--- config.mk ---
export PLATFORM = sky130hd
export DESIGN_NAME = alineador_receptor
export DESIGN_NICKNAME = d
export VERILOG_FILES = /design/src/rtl/alineador_receptor.sv
export SDC_FILE = /design/constraint.sdc
export NUM_CORES = 1
export LEC_CHECK = 0
export ABC_AREA = 1
export CORE_MARGIN = 2
export CORE_UTILIZATION = 28
export DETAILED_ROUTE_END_ITERATION = 16
export GPL_ROUTABILITY_DRIVEN = 1
export HOLD_SLACK_MARGIN = 0.15
export PLACE_DENSITY_LB_ADDON = 0.08
export SYNTH_ARGS = -nofsm -noshare
export SYNTH_HDL_FRONTEND = slang
export SYNTH_SLANG_ARGS = --single-unit
--- constraint.sdc ---
create_clock -name clk -period 1.6 [get_ports clk]
set_input_delay 0.24 -clock clk [delete_from_list [all_inputs] [get_ports clk]]
set_output_delay 0.24 -clock clk [all_outputs]
set_load 0.05 [all_outputs]
--- src/rtl/alineador_receptor.sv ---
// Receiver aligner: finds K28.5 commas in a serial 8b/10b stream, locks the
// symbol phase and emits one aligned 10-bit symbol per boundary.
module alineador_receptor #(
    parameter int VERIF_MAX = 4,
    parameter int ERR_MAX   = 2
) (
    input  logic       clk,
    input  logic       rst,
    input  logic       enb,
    input  logic       serialIn,
    output logic [9:0] dataOut,
    output logic       validOut,
    output logic       comaDet,
    output logic       alineado
);

    localparam int VW = $clog2(VERIF_MAX + 1);
    localparam int EW = $clog2(ERR_MAX + 1);
    localparam logic [VW-1:0] VLAST = VW'(VERIF_MAX - 1);
    localparam logic [EW-1:0] ELAST = EW'(ERR_MAX - 1);

    typedef enum logic [1:0] {
        BUSCAR    = 2'd0,
        VERIFICAR = 2'd1,
        ALINEADO  = 2'd2
    } state_t;

    function automatic logic is_comma(input logic [9:0] sym);
        return (sym == 10'b0011111010) || (sym == 10'b1100000101);
    endfunction

    logic [9:0]    sr_r;
    logic [3:0]    fase_r;
    logic [VW-1:0] vcnt_r;
    logic [EW-1:0] err_r;
    state_t        state_r;

    logic          match_s;
    logic          bnd_s;
    logic          emit_s;
    logic          capture_s;
    logic [3:0]    fase_s;
    logic [VW-1:0] vcnt_s;
    logic [EW-1:0] err_s;
    state_t        state_s;

    assign match_s = is_comma(sr_r);
    assign bnd_s   = (fase_r >= 4'd9);

    // Next-state, counter and emit decisions for the current enabled edge.
    always_comb begin
        state_s   = state_r;
        vcnt_s    = vcnt_r;
        err_s     = err_r;
        emit_s    = 1'b0;
        capture_s = 1'b0;
        case (state_r)
            BUSCAR: begin
                if (match_s) begin
                    capture_s = 1'b1;
                    state_s   = VERIFICAR;
                    vcnt_s    = '0;
                end else begin
                    state_s   = BUSCAR;
                end
            end
            VERIFICAR: begin
                if (bnd_s) begin
                    emit_s = 1'b1;
                    if (match_s) begin
                        state_s = ALINEADO;
                        err_s   = '0;
                        vcnt_s  = '0;
                    end else if (vcnt_r == VLAST) begin
                        state_s = BUSCAR;
                        vcnt_s  = '0;
                    end else begin
                        vcnt_s  = vcnt_r + VW'(1);
                    end
                end else if (match_s) begin
                    // Comma off the tentative phase: restart verification there.
                    capture_s = 1'b1;
                    vcnt_s    = '0;
                end else begin
                    vcnt_s    = vcnt_r;
                end
            end
            ALINEADO: begin
                if (bnd_s) begin
                    emit_s = 1'b1;
                    if (match_s) begin
                        err_s = '0;
                    end else begin
                        err_s = err_r;
                    end
                end else if (match_s) begin
                    if (err_r == ELAST) begin
                        capture_s = 1'b1;
                        state_s   = VERIFICAR;
                        err_s     = '0;
                        vcnt_s    = '0;
                    end else begin
                        err_s     = err_r + EW'(1);
                    end
                end else begin
                    err_s = err_r;
                end
            end
            default: begin
                state_s = BUSCAR;
                vcnt_s  = '0;
                err_s   = '0;
            end
        endcase

        if (capture_s || bnd_s) begin
            fase_s = 4'd0;
        end else begin
            fase_s = fase_r + 4'd1;
        end
    end

    // State, phase counter, shift register and error/verification counters.
    always_ff @(posedge clk or negedge rst) begin
        if (!rst) begin
            sr_r    <= 10'd0;
            fase_r  <= 4'd0;
            vcnt_r  <= '0;
            err_r   <= '0;
            state_r <= BUSCAR;
        end else if (enb) begin
            sr_r    <= {sr_r[8:0], serialIn};
            fase_r  <= fase_s;
            vcnt_r  <= vcnt_s;
            err_r   <= err_s;
            state_r <= state_s;
        end else begin
            sr_r    <= sr_r;
            fase_r  <= fase_r;
            vcnt_r  <= vcnt_r;
            err_r   <= err_r;
            state_r <= state_r;
        end
    end

    // Registered outputs; dataOut holds between pulses, flags pulse for one cycle.
    always_ff @(posedge clk or negedge rst) begin
        if (!rst) begin
            dataOut  <= 10'd0;
            validOut <= 1'b0;
            comaDet  <= 1'b0;
            alineado <= 1'b0;
        end else begin
            validOut <= 1'b0;
            comaDet  <= 1'b0;
            if (enb) begin
                alineado <= (state_s == ALINEADO);
                if (emit_s || capture_s) begin
                    dataOut  <= sr_r;
                    validOut <= 1'b1;
                    comaDet  <= match_s;
                end else begin
                    dataOut  <= dataOut;
                end
            end else begin
                alineado <= alineado;
                dataOut  <= dataOut;
            end
        end
    end

endmodule

==> results <==
- The final clock period utilization by the worst path is 1.03.
- The final setup violation count is 11.
- The die boundary height is approximately 84 um.
- The final number of hold-violating endpoints is 0.
- The CTS tree is built.
- The total non-filler cell area in the finished layout is 2510 um2.
- The transition time of the tightest slew-check pin is just under 300 ps.
- The detail route stage leaves a number of antenna-violating nets equal to 0.
- The synthesized cell area is roughly 1800 um2.
- Buffers placed on the I/O ports in this run total 16.
- The gate count after technology mapping is 231.
- The initial standard-cell utilization of the core is 0.285.
- The clock period minus final worst setup slack is roughly 1700 ps.
- The longest clock path from root to sink contains 2 buffers.
- Compared with the post-synthesis result, the final layout area differs by 40.6%.
- The flip-flop and latch count after synthesis is 34.
- After the last flow step, the layout net total stands at slightly below 300.
- The total negative slack for setup checks is -468 ps.
- The largest total area in the synthesized netlist belongs to sky130_fd_sc_hd__dfrtp_1.
- Summing all multi-input logic gate instances after layout gives between 900 and 1000 um2.
- The worst setup path is captured at a flop.
- The clock net in this run drives a total of 34 sinks.
- Using the TritonRoute via totals, the vias-per-cell ratio works out to 4.36.
- The floorplan step set the die width to approximately 84 um.
- The number of synthesis warnings is 0.
- The highest clock frequency the design can meet is ~600 MHz.
- After filler insertion, the fill cell instance count of the layout stands at ~650.
- Counting every net in the synthesized netlist gives ~240.
- Power spread over the standard cell area amounts to approximately 1100 nW/um2.
- The share of the Yosys chip area taken by registers is 0.476.
- The sequential cell area in the final layout is about 850 um2.
- The critical path goes through inv_2, ha_2, inv_2, nand3_4, nand2_4, nand2_4, nor2_4, nand3_2, nand2_1, nand2_2, nand2_4, buf_6, nand3_1, nand2_1.
- The count of H-tree levels built during CTS is 2.
- Data on the critical path is required at its endpoint by 1830 ps.
- The cell repeated most along the worst path is sky130_fd_sc_hd__nand2_4.
- The final number of max-transition violations is 0.
- The leakage power total is about 1.3 nW.
- The count of non-filler cells in the finished layout is 361.
- The area inside the core boundary is approximately 6300 um2.
- The tool flagged a number of max-cap violations equal to 0.
- The first TritonRoute pass finished after 4 iterations.
- The worst-path maximum fanout is 6.
- For the worst setup path, the data arrival time is between 1500 and 2000 ps.
- Counting the buffers created by CTS gives 5.
- The flow ran to the end, but the final reports show violations.
- The all-layer global routing usage is 0.133.
- The cell with the largest stage delay on the worst path is sky130_fd_sc_hd__dfrtp_1.
- At the later pin of the worst-skew pair, clock insertion delay measures around 280 ps.
- The critical path is of the reg -> reg type.
- The placer's final routability congestion estimate is between 0.7 and 0.8.
- The detailed router's first-iteration violation count is 90.
- The number of different library cells used by synthesis comes to 22.
- The count of vias placed by the detailed router is around 1600.
- The post-placement cell area is roughly 2200 um2.
- In the routed design, unresolved DRC markers number 0.
- The number of top-level design ports is 17.
- Setup repair after global routing could not meet its margin everywhere.
- The initial antenna violation count came to 0.
- Dividing the detail-routed wire length by the instance count gives around 12 um.
- The number of global-route vias before repair is ~1600.
- Ranked by total cell area, the synthesized netlist is headed by sky130_fd_sc_hd__dfrtp_1 (48%), sky130_fd_sc_hd__nand2_1 (18%), sky130_fd_sc_hd__inv_1 (6.1%).
- The total power consumption of the routed design is 2.71 mW.
- For this design, the CTS-stage hold fixing added 0 buffers.
- On the final layout, the worst clock skew is between 10 and 15 ps.
- The floorplan has 29 rows.
- In this run the worst hold path is classified as in -> async.
- After detailed placement, the design holds a cell count of about 350.
- After synthesis, the mean cell area works out to 7.73 um2.
- Measured against its own limit, the worst slew margin works out to 0.804.
- The first-pass GRT wire length is approximately 7.6 mm.
- Measured in cells, the most critical reg-to-reg path has a length of 14.
- The worst voltage drop across the vdd grid is 0.000721 V.
- The total length of routed wires is roughly 4.2 mm.
- Global routing finished with a remaining overflow of 0.
- The largest net degree at the start of global routing is 35.
- STA classifies the critical path startpoint as a flop.
- Of the post-synthesis cell area, the dominant cell type holds 0.476.
- The repair_antennas step left the layout with diodes totalling 0.
- The setup slack of the critical path after layout is -55.1 ps.
- The register clock-pin slew on the reported worst setup and hold paths is approximately 80 ps.
- The final reports fail on negative setup slack.
- The layout cell share with drive strength beyond 1 is 0.331.
- Clock tree synthesis selected as its root buffer the cell sky130_fd_sc_hd__clkbuf_8.
- Detailed placement finished with a half-perimeter wire length of around 3.0 mm.
- The longest individual stage delay on the worst path is roughly 360 ps.
- The die covers about 7000 um2.
- The worst slack on hold paths is roughly 320 ps.
## sequential cells by signal (all words and copies together), names as in the netlist
| register | count |
|---|---|
| vcnt_r | 3 |
| dataOut | 10 |
| sr_r | 10 |
| err_r | 2 |
| state_r | 2 |
| validOut | 1 |
| alineado | 1 |
| fase_r | 4 |
| comaDet | 1 |
## final cells by class
type,instances,area share
timing repair buffer,50,0.160
tap,77,0.0383
clock buffer,6,0.0329
sequential,34,0.339
clock inverter,2,0.0239
inverter,30,0.0448
multi-input combinational,162,0.361
## placed cells by master (no fill, tap or decap), drive strengths merged
| cell | count |
|---|---|
| nand2 | 90 |
| buf | 47 |
| dfrtp | 34 |
| inv | 30 |
| nand3 | 22 |
| o21ai | 15 |
| nor2 | 15 |
| ha | 8 |
| clkbuf | 6 |
| a21oi | 4 |
| clkdlybuf4s50 | 3 |
| xor2 | 2 |
| a21boi | 2 |
| bufinv | 2 |
| nand3b | 1 |
| nand4 | 1 |
| or2 | 1 |
| o22ai | 1 |
## power by group
part | total (mW) | internal (mW) | switching, mW
sequential | 1.05 | 0.954 | 0.0929
combinational | 0.672 | 0.313 | 0.359
clock | 0.995 | 0.665 | 0.330
total | 2.71 | 1.93 | 0.782
## through the flow
step / util / setup WS (ps)
6_report: 0.400 / -55.1
5_1_grt: 0.400 / -185
4_1_cts: 0.389 / -101
3_5_place_dp: 0.352 / -227
3_3_place_gp: 0.352 / -151
2_1_floorplan: - / -33.5
## what timing repair did
item | 4_1_cts | 5_1_grt
cloned | 1 | 0
endpoints found under the hold margin | 0 | 0
gates resized for setup | 23 | 16
setup endpoints to repair | 22 | 24
buffers inserted | 1 | 4
pin swaps | 17 | 13
## Yosys cell counts, drive strengths merged
master,n
o21ai,15
buf,4
nand4,1
a21boi,2
xor2,2
a21oi,4
o22ai,1
clkbuf,2
nand3,22
ha,8
nor2,15
dfrtp,34
or2,1
nand3b,1
inv,30
nand2,89
## cells by family after synthesis
family / Yosys count / synth area share
AND/OR/NAND/NOR: 129 / 0.311
adder cells (fa/ha/maj): 8 / 0.0560
buffers and inverters: 36 / 0.0819
AO/OA/AOI/OAI: 22 / 0.0651
XOR/XNOR: 2 / 0.00981
flip-flops: 34 / 0.476
## worst paths after layout
kind | slack [ps] | endpoint | from
setup reg to reg | -60 | dataOut[3]$_DFFE_PN0P_ | fase_r[1]$_DFFE_PN0P_
min in group clk | 470 | vcnt_r[2]$_DFFE_PN0P_ | vcnt_r[2]$_DFFE_PN0P_
hold reg to reg | 470 | vcnt_r[2]$_DFFE_PN0P_ | vcnt_r[2]$_DFFE_PN0P_
hold / removal | 320 | validOut$_DFF_PN0_ | rst
max in group asynchronous | 1090 | err_r[0]$_DFFE_PN0P_ | rst
setup / recovery | -60 | dataOut[3]$_DFFE_PN0P_ | fase_r[1]$_DFFE_PN0P_
## per-layer routing
layer	global-route usage	vias to the layer above	wire length (um)
met5	0	-	0
met4	0.0396	0	36
met3	0.0317	2	130
met2	0.202	17	1910
met1	0.189	733	2170
li1	-	822	-
## critical path: cells and delay by family, from the launching register on
kind / cells / cell delay [ps]
fa+ha+maj: 1 / 180
buf+inv: 3 / 270
flops: 1 / 360
simple gates: 10 / 760
(Power assumes the default switching activity.)
